[config.mk]
export PLATFORM = sky130hd
export DESIGN_NAME = sort_job_sched
export DESIGN_NICKNAME = d
export VERILOG_FILES = /design/src/rtl/sort_job_sched.sv
export SDC_FILE = /design/constraint.sdc
export NUM_CORES = 1
export LEC_CHECK = 0
export BUFFER_PORTS_ARGS = -buffer_cell sky130_fd_sc_hd__clkbuf_2
export CAP_MARGIN = 20
export CORE_MARGIN = 3
export CORE_UTILIZATION = 63
export CTS_CLUSTER_DIAMETER = 200
export CTS_CLUSTER_SIZE = 12
export DETAILED_ROUTE_END_ITERATION = 8
export PLACE_DENSITY = 0.84
export SYNTH_ARGS = -nofsm -noshare
export SYNTH_HDL_FRONTEND = slang
export SYNTH_SLANG_ARGS = --single-unit
[constraint.sdc]
create_clock -name clk -period 11.2 [get_ports clk]
set_input_delay 1.68 -clock clk [delete_from_list [all_inputs] [get_ports clk]]
set_output_delay 1.68 -clock clk [all_outputs]
set_load 0.02 [all_outputs]
[src/rtl/sort_job_sched.sv]
// sort_job_sched: queues sort jobs in a small FIFO and issues them one at a
// time on the bitonic sorter's sort_req/start_addr/data_count handshake,
// then reports a one-cycle completion pulse carrying the job tag and status.
module sort_job_sched #(
    parameter int ADDR     = 10,
    parameter int MAXCNT   = 1024,
    parameter int CNTW     = $clog2(MAXCNT) + 1,
    parameter int QDEPTH   = 4,
    parameter int ID_W     = 4,
    parameter int START_TO = 16
) (
    input  logic                      clk,
    input  logic                      rst,
    input  logic                      job_valid,
    output logic                      job_ready,
    input  logic [ADDR-1:0]           job_start_addr,
    input  logic [CNTW-1:0]           job_count,
    input  logic [ID_W-1:0]           job_id,
    output logic                      sort_req,
    output logic [ADDR-1:0]           start_addr,
    output logic [CNTW-1:0]           data_count,
    input  logic                      sort_active,
    output logic                      done_valid,
    output logic [ID_W-1:0]           done_id,
    output logic [1:0]                done_status,
    output logic                      busy,
    output logic [$clog2(QDEPTH):0]   q_level
);

    localparam int PW  = $clog2(QDEPTH);
    localparam int QLW = PW + 1;
    // End-address sum is one bit wider than the wider operand so it never wraps.
    localparam int SW  = ((ADDR > CNTW) ? ADDR : CNTW) + 1;
    localparam int TW  = (($clog2(START_TO) + 1) > 5) ? ($clog2(START_TO) + 1) : 5;

    localparam logic [CNTW-1:0] MAXCNT_C   = CNTW'(MAXCNT);
    localparam logic [SW-1:0]   ADDR_SPAN  = SW'(1) << ADDR;
    localparam logic [TW-1:0]   TO_LAST    = TW'(START_TO - 1);
    localparam logic [QLW-1:0]  QDEPTH_C   = QLW'(QDEPTH);

    localparam logic [1:0] S_IDLE  = 2'd0;
    localparam logic [1:0] S_ISSUE = 2'd1;
    localparam logic [1:0] S_RUN   = 2'd2;
    localparam logic [1:0] S_DONE  = 2'd3;

    localparam logic [1:0] ST_OK    = 2'b00;
    localparam logic [1:0] ST_TO    = 2'b01;
    localparam logic [1:0] ST_ZERO  = 2'b10;
    localparam logic [1:0] ST_RANGE = 2'b11;

    // Job FIFO storage (data only, never reset) and its control.
    logic [ADDR-1:0] mem_addr_q [QDEPTH];
    logic [ADDR-1:0] mem_addr_d [QDEPTH];
    logic [CNTW-1:0] mem_cnt_q  [QDEPTH];
    logic [CNTW-1:0] mem_cnt_d  [QDEPTH];
    logic [ID_W-1:0] mem_id_q   [QDEPTH];
    logic [ID_W-1:0] mem_id_d   [QDEPTH];
    logic [PW-1:0]   wr_ptr_q, wr_ptr_d;
    logic [PW-1:0]   rd_ptr_q, rd_ptr_d;
    logic [QLW-1:0]  q_level_q, q_level_d;

    // Scheduler state.
    logic [1:0]      state_q, state_d;
    logic            sort_req_q, sort_req_d;
    logic [ADDR-1:0] start_addr_q, start_addr_d;
    logic [CNTW-1:0] data_count_q, data_count_d;
    logic [TW-1:0]   timer_q, timer_d;
    logic [ID_W-1:0] cur_id_q, cur_id_d;
    logic [1:0]      status_q, status_d;
    logic            done_valid_q, done_valid_d;
    logic [ID_W-1:0] done_id_q, done_id_d;
    logic [1:0]      done_status_q, done_status_d;

    logic            push;
    logic            pop;
    logic            empty;
    logic [ADDR-1:0] head_addr;
    logic [CNTW-1:0] head_cnt;
    logic [ID_W-1:0] head_id;
    logic [SW-1:0]   end_sum;

    assign empty     = (q_level_q == '0);
    assign job_ready = (q_level_q != QDEPTH_C);
    assign push      = job_valid && job_ready;
    assign head_addr = mem_addr_q[rd_ptr_q];
    assign head_cnt  = mem_cnt_q[rd_ptr_q];
    assign head_id   = mem_id_q[rd_ptr_q];
    assign end_sum   = SW'(head_addr) + SW'(head_cnt);

    // Scheduler FSM: pop/validate in IDLE, hold the request in ISSUE, wait out the sort in RUN.
    always_comb begin
        state_d       = state_q;
        sort_req_d    = 1'b0;
        start_addr_d  = start_addr_q;
        data_count_d  = data_count_q;
        timer_d       = timer_q;
        cur_id_d      = cur_id_q;
        status_d      = status_q;
        done_valid_d  = 1'b0;
        done_id_d     = done_id_q;
        done_status_d = done_status_q;
        pop           = 1'b0;
        case (state_q)
            S_IDLE: begin
                // A sorter still busy (e.g. after our own reset) blocks the next pop.
                if (!empty && !sort_active) begin
                    pop      = 1'b1;
                    cur_id_d = head_id;
                    if (head_cnt == '0) begin
                        state_d  = S_DONE;
                        status_d = ST_ZERO;
                    end else if ((head_cnt > MAXCNT_C) || (end_sum > ADDR_SPAN)) begin
                        state_d  = S_DONE;
                        status_d = ST_RANGE;
                    end else begin
                        state_d      = S_ISSUE;
                        start_addr_d = head_addr;
                        data_count_d = head_cnt;
                        timer_d      = '0;
                    end
                end
            end
            S_ISSUE: begin
                // The first ISSUE cycle only raises sort_req; acknowledgement counts once it is out.
                if (sort_req_q && sort_active) begin
                    state_d = S_RUN;
                end else if (sort_req_q && (timer_q == TO_LAST)) begin
                    state_d  = S_DONE;
                    status_d = ST_TO;
                end else begin
                    sort_req_d = 1'b1;
                    if (sort_req_q) begin
                        timer_d = timer_q + 1'b1;
                    end
                end
            end
            S_RUN: begin
                if (!sort_active) begin
                    state_d  = S_DONE;
                    status_d = ST_OK;
                end
            end
            default: begin
                done_valid_d  = 1'b1;
                done_id_d     = cur_id_q;
                done_status_d = status_q;
                state_d       = S_IDLE;
            end
        endcase
    end

    // FIFO pointer/occupancy update and entry write.
    always_comb begin
        mem_addr_d = mem_addr_q;
        mem_cnt_d  = mem_cnt_q;
        mem_id_d   = mem_id_q;
        wr_ptr_d   = wr_ptr_q;
        rd_ptr_d   = rd_ptr_q;
        q_level_d  = q_level_q;
        if (push) begin
            mem_addr_d[wr_ptr_q] = job_start_addr;
            mem_cnt_d[wr_ptr_q]  = job_count;
            mem_id_d[wr_ptr_q]   = job_id;
            wr_ptr_d             = wr_ptr_q + 1'b1;
        end
        if (pop) begin
            rd_ptr_d = rd_ptr_q + 1'b1;
        end
        case ({push, pop})
            2'b10:   q_level_d = q_level_q + 1'b1;
            2'b01:   q_level_d = q_level_q - 1'b1;
            default: q_level_d = q_level_q;
        endcase
    end

    // Control and output registers with synchronous reset; reset flushes the FIFO.
    always_ff @(posedge clk) begin
        if (rst) begin
            wr_ptr_q      <= '0;
            rd_ptr_q      <= '0;
            q_level_q     <= '0;
            state_q       <= S_IDLE;
            sort_req_q    <= 1'b0;
            start_addr_q  <= '0;
            data_count_q  <= '0;
            timer_q       <= '0;
            cur_id_q      <= '0;
            status_q      <= ST_OK;
            done_valid_q  <= 1'b0;
            done_id_q     <= '0;
            done_status_q <= ST_OK;
        end else begin
            wr_ptr_q      <= wr_ptr_d;
            rd_ptr_q      <= rd_ptr_d;
            q_level_q     <= q_level_d;
            state_q       <= state_d;
            sort_req_q    <= sort_req_d;
            start_addr_q  <= start_addr_d;
            data_count_q  <= data_count_d;
            timer_q       <= timer_d;
            cur_id_q      <= cur_id_d;
            status_q      <= status_d;
            done_valid_q  <= done_valid_d;
            done_id_q     <= done_id_d;
            done_status_q <= done_status_d;
        end
    end

    // FIFO entry storage carries no reset; occupancy decides what is valid.
    always_ff @(posedge clk) begin
        mem_addr_q <= mem_addr_d;
        mem_cnt_q  <= mem_cnt_d;
        mem_id_q   <= mem_id_d;
    end

    assign sort_req    = sort_req_q;
    assign start_addr  = start_addr_q;
    assign data_count  = data_count_q;
    assign done_valid  = done_valid_q;
    assign done_id     = done_id_q;
    assign done_status = done_status_q;
    assign q_level     = q_level_q;
    assign busy        = (state_q != S_IDLE) || !empty || done_valid_q;

endmodule

==> qor.csv, run 1 <==
metric,value,unit
outcome,finished clean,
drtIter0Drc,273,
grt_use_met3,6.38,%
critPathCaptureType,register,
n_antenna_cell,0,
busiest_layer,met2,
hold_start,cur_id_q[3],
grt_usage,25.4,%
final_common_cell,edfxtp_1,
r2r_end,start_addr[5],
multi_input_area,2180,µm²
die_x,106,µm
synthSimpleGateAreaFrac,8.95,%
start_util,66.6,%
r2r_start,rd_ptr_q[0],
layout_common_cells,"edfxtp_1 (100), clkbuf_2 (62), dfxtp_1 (48)",
vias,4095,
synth_adder_area_share,4.78,%
gr-usage-met1,32.2,%
ant_nets,0,
min_period_over_period,49.9,%
final-hold-violation-count,0,
cts_inserted_buffers,17,
final_layout_size_suffix_gt1_share,24.7,%
path_buf_inv,1,
instances_no_fill,668,
crit_chain,mux4_2 -> ha_1 -> inv_1 -> fa_1 -> nor2b_1 -> o2111a_1 -> or3_1 -> a2111oi_2 -> o2111ai_1 -> a21oi_2 -> nand2_1 -> mux2i_1 -> nor2_1,
die_area,11300,µm²
period_minus_slack,5.59,ns
synth_fp_nets,511,
clk_pin_slew_worst_paths,0.06,ns
core-area,9500,µm²
yosysWarnings,0,
regArea,3990,µm²
syn_avg_cell_area,13.8,µm²
ys.flop_type,edfxtp_1,
cts.path.max_buffers,2,
min_path_cells,2,
slowest_delay,0.99,ns
cp.required,11.56,ns
clkSinkCount,149,
synthArstFlopShare,0,%
setup_viol,0,
wl_per_cell,20.2,µm
tightest_slew,1.10,ns
worstSetupPathType,reg2reg,
cpLargestDelayFamily,compound AO/OA/AOI/OAI gates,
insertion_delay,0.52,ns
h-tree-depth,4,
ioPinCount,63,
max_freq,0.179,GHz
grt_overflow_total,0,
placed_area,6760,µm²
synth_edf_count,100,
synth_top_family_by_area,multiplexers,
grt_pass1_vias,4233,
syn_to_final_growth,16.0,%
nets,578,
fill_cells,589,
worst_setup_path_start_kind,register,
report.final.slew_viol_count,0,
min_to,cur_id_q[3],
rows,35,
ff2ff_path_depth,13,
cts_repair_resize_count,0,
drc,0,
peakVddDrop,0.153,mV
rsz0062_at_grt,false,
ctsHoldBuffers,0,
clock_skew,0.00923,ns
cp.arrival,5.95,ns
crit_fanout,27,
timing.reg2reg.setup_slack,5.61,ns
syn-cell-area,6330,µm²
routed_wl,13500,µm
fp.dieH,106,µm
cts_setup_buffers,0,
yosysUniqueCellTypes,53,
numPortBuffers,62,
finalPower,1.84,mW
grt_pass1_wl,21600,µm
synth_mux_area_share,12.1,%
drt_pre_antenna_iters,5,
cts-root-buf,clkbuf_8,
synthXorXnorAreaFrac,1.11,%
hold_path_class,reg2reg,
via_per_inst,6.13,
synth_compound_area_share,7.59,%
fin_tns_setup,0,ns
dp_cells,636,
powerDensity,250,nW/µm²
postLayoutCellArea,7340,µm²
met2_usage,42.6,%
antenna_found_initial,0,
synthCells,459,
drv_cap,0,
cts_tree,done,
grt_max_degree,48,
place_hpwl,8510,µm
gp_congestion,0.923,
yosysSeqAreaShare,62.9,%
maxSlewHeadroom,26.4,%
p_leak,2.78,nW
critPathSlowestCell,dfxtp_2,
whs,0.468,ns
ys_ff_latch,149,
cells by family after synthesis:
family | count (synthesis)
mux | 45
simple gates | 120
xor+xnor | 8
flops | 149
fa+ha+maj | 23
buf+inv | 41
compound gates | 73
how the worst max path moves through the flow:
stage | start | end | slack [ns] | depth (start not counted)
floorplan | rd_ptr_q[0] | start_addr[1] | 6.70 | 17
global route | rd_ptr_q[0] | start_addr[5] | 5.19 | 13
global placement | rd_ptr_q[0] | timer_q[2] | 5.91 | 13
finish | rd_ptr_q[0] | start_addr[5] | 5.61 | 13
detailed placement | rd_ptr_q[0] | timer_q[2] | 5.77 | 13
CTS | rd_ptr_q[0] | start_addr[5] | 5.68 | 13
tightest hold or removal path, stage by stage (launching register included):
cell,delay [ns]
dfxtp_1,0.31
nand2_1,0.06
a21oi_1,0.05
state kept, by name, summed over array words and instances, names as in the netlist:
register / count
mem_cnt_q: 44
q_level: 3
cur_id_q: 4
rd_ptr_q: 2
state_q: 2
timer_q: 5
data_count: 11
done_status: 2
done_id: 4
wr_ptr_q: 2
sort_req: 1
start_addr: 10
status_q: 2
mem_addr_q: 40
mem_id_q: 16
done_valid: 1
report_power, final:
| group | switching [mW] | internal [mW] |
|---|---|---|
| Combinational | 0.338 | 0.240 |
| Clock | 0.240 | 0.311 |
| Sequential | 0.0556 | 0.652 |
layer usage:
metal	vias to the layer above	routed length (µm)
li1	1875	-
met1	2032	5600
met2	159	6780
met3	29	798
met4	0	311
met5	-	0
area by class of cell:
class / count / area share (%)
inverters: 22 / 1.13
flip-flops and latches: 149 / 54.3
repair buffers: 67 / 4.74
clock inverters: 14 / 2.06
well taps: 129 / 2.20
clock buffers: 18 / 5.83
multi-input cells: 269 / 29.7
synth_stat cells, types with 2 or more instances:
| cell | n | area (µm²) |
|---|---|---|
| a211oi_1 | 2 | 15.0 |
| a21o_1 | 7 | 52.6 |
| a21oi_1 | 30 | 150 |
| a21oi_2 | 2 | 17.5 |
| a31oi_1 | 4 | 25.0 |
| a32oi_1 | 3 | 26.3 |
| and2_1 | 2 | 12.5 |
| and3_1 | 8 | 50.1 |
| buf_1 | 6 | 22.5 |
| buf_2 | 4 | 20.0 |
| clkbuf_1 | 8 | 30.0 |
| dfxtp_1 | 49 | 981 |
| edfxtp_1 | 100 | 3000 |
| fa_1 | 2 | 40.0 |
| ha_1 | 21 | 263 |
| inv_1 | 22 | 82.6 |
| mux2i_1 | 20 | 200 |
| mux4_2 | 25 | 563 |
| nand2_1 | 36 | 135 |
| nand3_1 | 15 | 75.1 |
| nand4_1 | 2 | 12.5 |
| nor2_1 | 36 | 135 |
| nor2b_1 | 2 | 12.5 |
| nor3_1 | 2 | 10.0 |
| nor4_1 | 2 | 12.5 |
| o2111ai_1 | 2 | 17.5 |
| o21ai_0 | 7 | 35.0 |
| o21ai_1 | 2 | 10.0 |
| o221a_2 | 2 | 22.5 |
| o2bb2ai_1 | 2 | 17.5 |
| or2_2 | 2 | 12.5 |
| or3_1 | 4 | 25.0 |
| or4_1 | 2 | 15.0 |
| xnor2_1 | 3 | 26.3 |
| xor2_1 | 5 | 43.8 |
through the flow:
step / util [%] / worst slack, ns
after floorplan: - / 6.70
after global placement: 71.1 / 5.91
after detailed placement: 71.1 / 5.77
after CTS: 77.2 / 5.68
after global routing: 77.2 / 5.19
final: 77.2 / 5.61
Power figures use the tool's default switching activity.
==> run 2: changes to the inputs <==
ABC_AREA = 1   (was default)
CORE_UTILIZATION = 53   (was 63)
PLACE_DENSITY = 0.75   (was 0.84)
clock period = 4.49 ns   (was 11.2 ns; I/O delays follow)
==> run 2 against run 1 <==
Sequential power grew 150%. Utilization shrank 13 points. Flip-flop and latch count is the same. Non-clock buffer count grew 3. Final cell count grew 40%. Global-route usage shrank 3.3 points.
==> qor.csv, run 2 <==
metric,value,unit
start_util,55.7,%
gp_congestion,0.928,
wl_per_cell,15.2,µm
slowest_delay,0.43,ns
grt_overflow_total,0,
nets,812,
netlist.top_cell.by_area,edfxtp_1,
synth_edf_count,100,
fin_tns_setup,0,ns
p_leak,3.14,nW
cts-root-buf,clkbuf_16,
period_minus_slack,3.76,ns
crit_chain,buf_4 -> o21ai_0 -> o22ai_1 -> ha_1 -> inv_1 -> fa_1 -> inv_1 -> nand2_1 -> nand2_1 -> nand3_1 -> nand2_1 -> nand2_1 -> nand2_1 -> nand3_1 -> nor2_1 -> nand2_1 -> nand2_1 -> nand4_2 -> buf_4 -> inv_2 -> nand2_1 -> a21oi_1,
final-hold-violation-count,0,
critPathCaptureType,register,
tightest_slew,0.820,ns
cts.path.max_buffers,2,
clkSinkCount,149,
cp.required,4.83,ns
cts_tree,done,
top_register,mem_cnt_q,
setup_viol,0,
ctsHoldBuffers,0,
fill_cells,912,
h-tree-depth,4,
grt_pass1_vias,4771,
die_area,13700,µm²
cts_inserted_buffers,17,
place_hpwl,9600,µm
ys.flop_type,edfxtp_1,
outcome,finished clean,
drtIter0Drc,431,
cp.arrival,4.09,ns
die_x,117,µm
yosysSeqAreaShare,60.8,%
rsz0062_at_grt,false,
fp.dieH,117,µm
synthCells,697,
peakVddDrop,0.351,mV
ys_ff_latch,149,
cts_repair_resize_count,0,
vias,5022,
report.final.slew_viol_count,0,
core-area,11800,µm²
via_per_inst,5.37,
syn_avg_cell_area,9.39,µm²
routed_wl,14300,µm
hold_path_class,reg2reg,
yosysUniqueCellTypes,27,
syn-cell-area,6550,µm²
n_antenna_cell,0,
largest_register_ff_count,44,
drv_cap,0,
synth_fp_nets,749,
ant_nets,0,
synth_common_cells,"nand2_1 (181), edfxtp_1 (100), nor2_1 (75)",
postLayoutCellArea,7580,µm²
antenna_found_initial,0,
final_common_cell,nand2_1,
placed_area,7020,µm²
rows,39,
finalPower,5.01,mW
max_freq,0.266,GHz
cts_setup_buffers,0,
worst_setup_path_start_kind,register,
final_layout_size_suffix_gt1_share,13.9,%
clk_pin_slew_worst_paths,0.06,ns
ioPinCount,63,
layout_common_cells,"nand2_1 (181), edfxtp_1 (100), nor2_1 (71)",
synth_top_cell_area_share,45.9,%
insertion_delay,0.42,ns
worstSetupPathType,reg2reg,
reg_top3,"mem_cnt_q x44, mem_addr_q x40, mem_id_q x16",
powerDensity,660,nW/µm²
maxSlewHeadroom,45.2,%
grt_pass1_wl,23100,µm
drc,0,
crit_fanout,50,
yosysWarnings,0,
cp_common_cell,nand2_1,
clock_skew,0.00430,ns
yosysMostFrequentCell,nand2_1,
min_period_over_period,83.6,%
critPathSlowestCell,buf_4,
synth_area_leaders,"edfxtp_1 (46%), dfxtp_1 (15%), nand2_1 (10%)",
grt_usage,22.1,%
drt_pre_antenna_iters,5,
grt_max_degree,51,
numPortBuffers,62,
synthArstFlopShare,0,%
syn_to_final_growth,15.8,%
[run 2: cell types whose count changed after synthesis, moves of 19 or more]
| cell | before | now |
|---|---|---|
| nand3_1 | 15 | 48 |
| a21oi_1 | 30 | 49 |
| o21ai_0 | 7 | 49 |
| nor2_1 | 36 | 75 |
| nand2_1 | 36 | 181 |
| inv_1 | 22 | 65 |
| mux2i_1 | 20 | 1 |
| mux4_2 | 25 | 0 |
[run 2: worst paths after layout]
check	to	startpoint	slack (ns)	cells past startpoint
max	start_addr[8]	rd_ptr_q[0]	0.73	22
min	data_count[9]	data_count[9]	0.46	2
max reg2reg	start_addr[8]	rd_ptr_q[0]	0.73	22
min reg2reg	data_count[9]	data_count[9]	0.46	2
[run 2: area by class of cell]
type | instances | area [µm²] | share of cell area, %
clock buffers | 20 | 437 | 5.76
clock inverters | 11 | 128 | 1.68
inverters | 68 | 255 | 3.37
multi-input cells | 454 | 2210 | 29.1
flip-flops and latches | 149 | 3980 | 52.5
well taps | 164 | 205 | 2.71
repair buffers | 70 | 370 | 4.88
[run 2: worst max-delay path: cells and delay by family, from the launching register on]
| kind | cells | cell delay (ns) |
|---|---|---|
| AND/OR/NAND/NOR | 12 | 0.99 |
| adder cells (fa/ha/maj) | 2 | 0.63 |
| flip-flops | 1 | 0.34 |
| AO/OA/AOI/OAI | 3 | 0.61 |
| buffers and inverters | 5 | 1.07 |
[run 2: per-layer routing]
| layer | wire length (µm) | global-route usage (%) | up-vias | share of wire (%) |
|---|---|---|---|---|
| li1 | - | - | 2464 | - |
| met5 | 0 | 0 | - | 0 |
| met4 | 288 | 9.94 | 0 | 2.0 |
| met3 | 954 | 5.50 | 29 | 6.7 |
| met1 | 6210 | 29.2 | 2366 | 44 |
| met2 | 6810 | 34.8 | 163 | 48 |
[run 2: stage by stage]
step	util (%)	std cells	worst slack [ns]	hold WS, ns
after floorplan	-	697	1.17	0.430
after CTS	64.5	936	0.746	0.457
final	64.5	936	0.735	0.464
after global placement	59.7	905	0.937	0.455
after global routing	64.5	936	0.185	0.463
after detailed placement	59.7	905	0.777	0.460
[run 2: power by group]
| group | switching, mW | internal, mW | total [mW] |
|---|---|---|---|
| Clock | 0.544 | 0.817 | 1.36 |
| Sequential | 0.0866 | 1.66 | 1.74 |
| Combinational | 1.31 | 0.594 | 1.90 |
| Total | 1.94 | 3.07 | 5.01 |
[run 2: cells by family after synthesis]
kind of cell / after synthesis / synth area share (%)
buffers and inverters: 94 / 5.69
DFF: 149 / 60.8
AOI/OAI and AO/OA: 116 / 9.34
muxes: 1 / 0.153
and+or+nand+nor: 314 / 19.3
adders and majority gates: 23 / 4.62
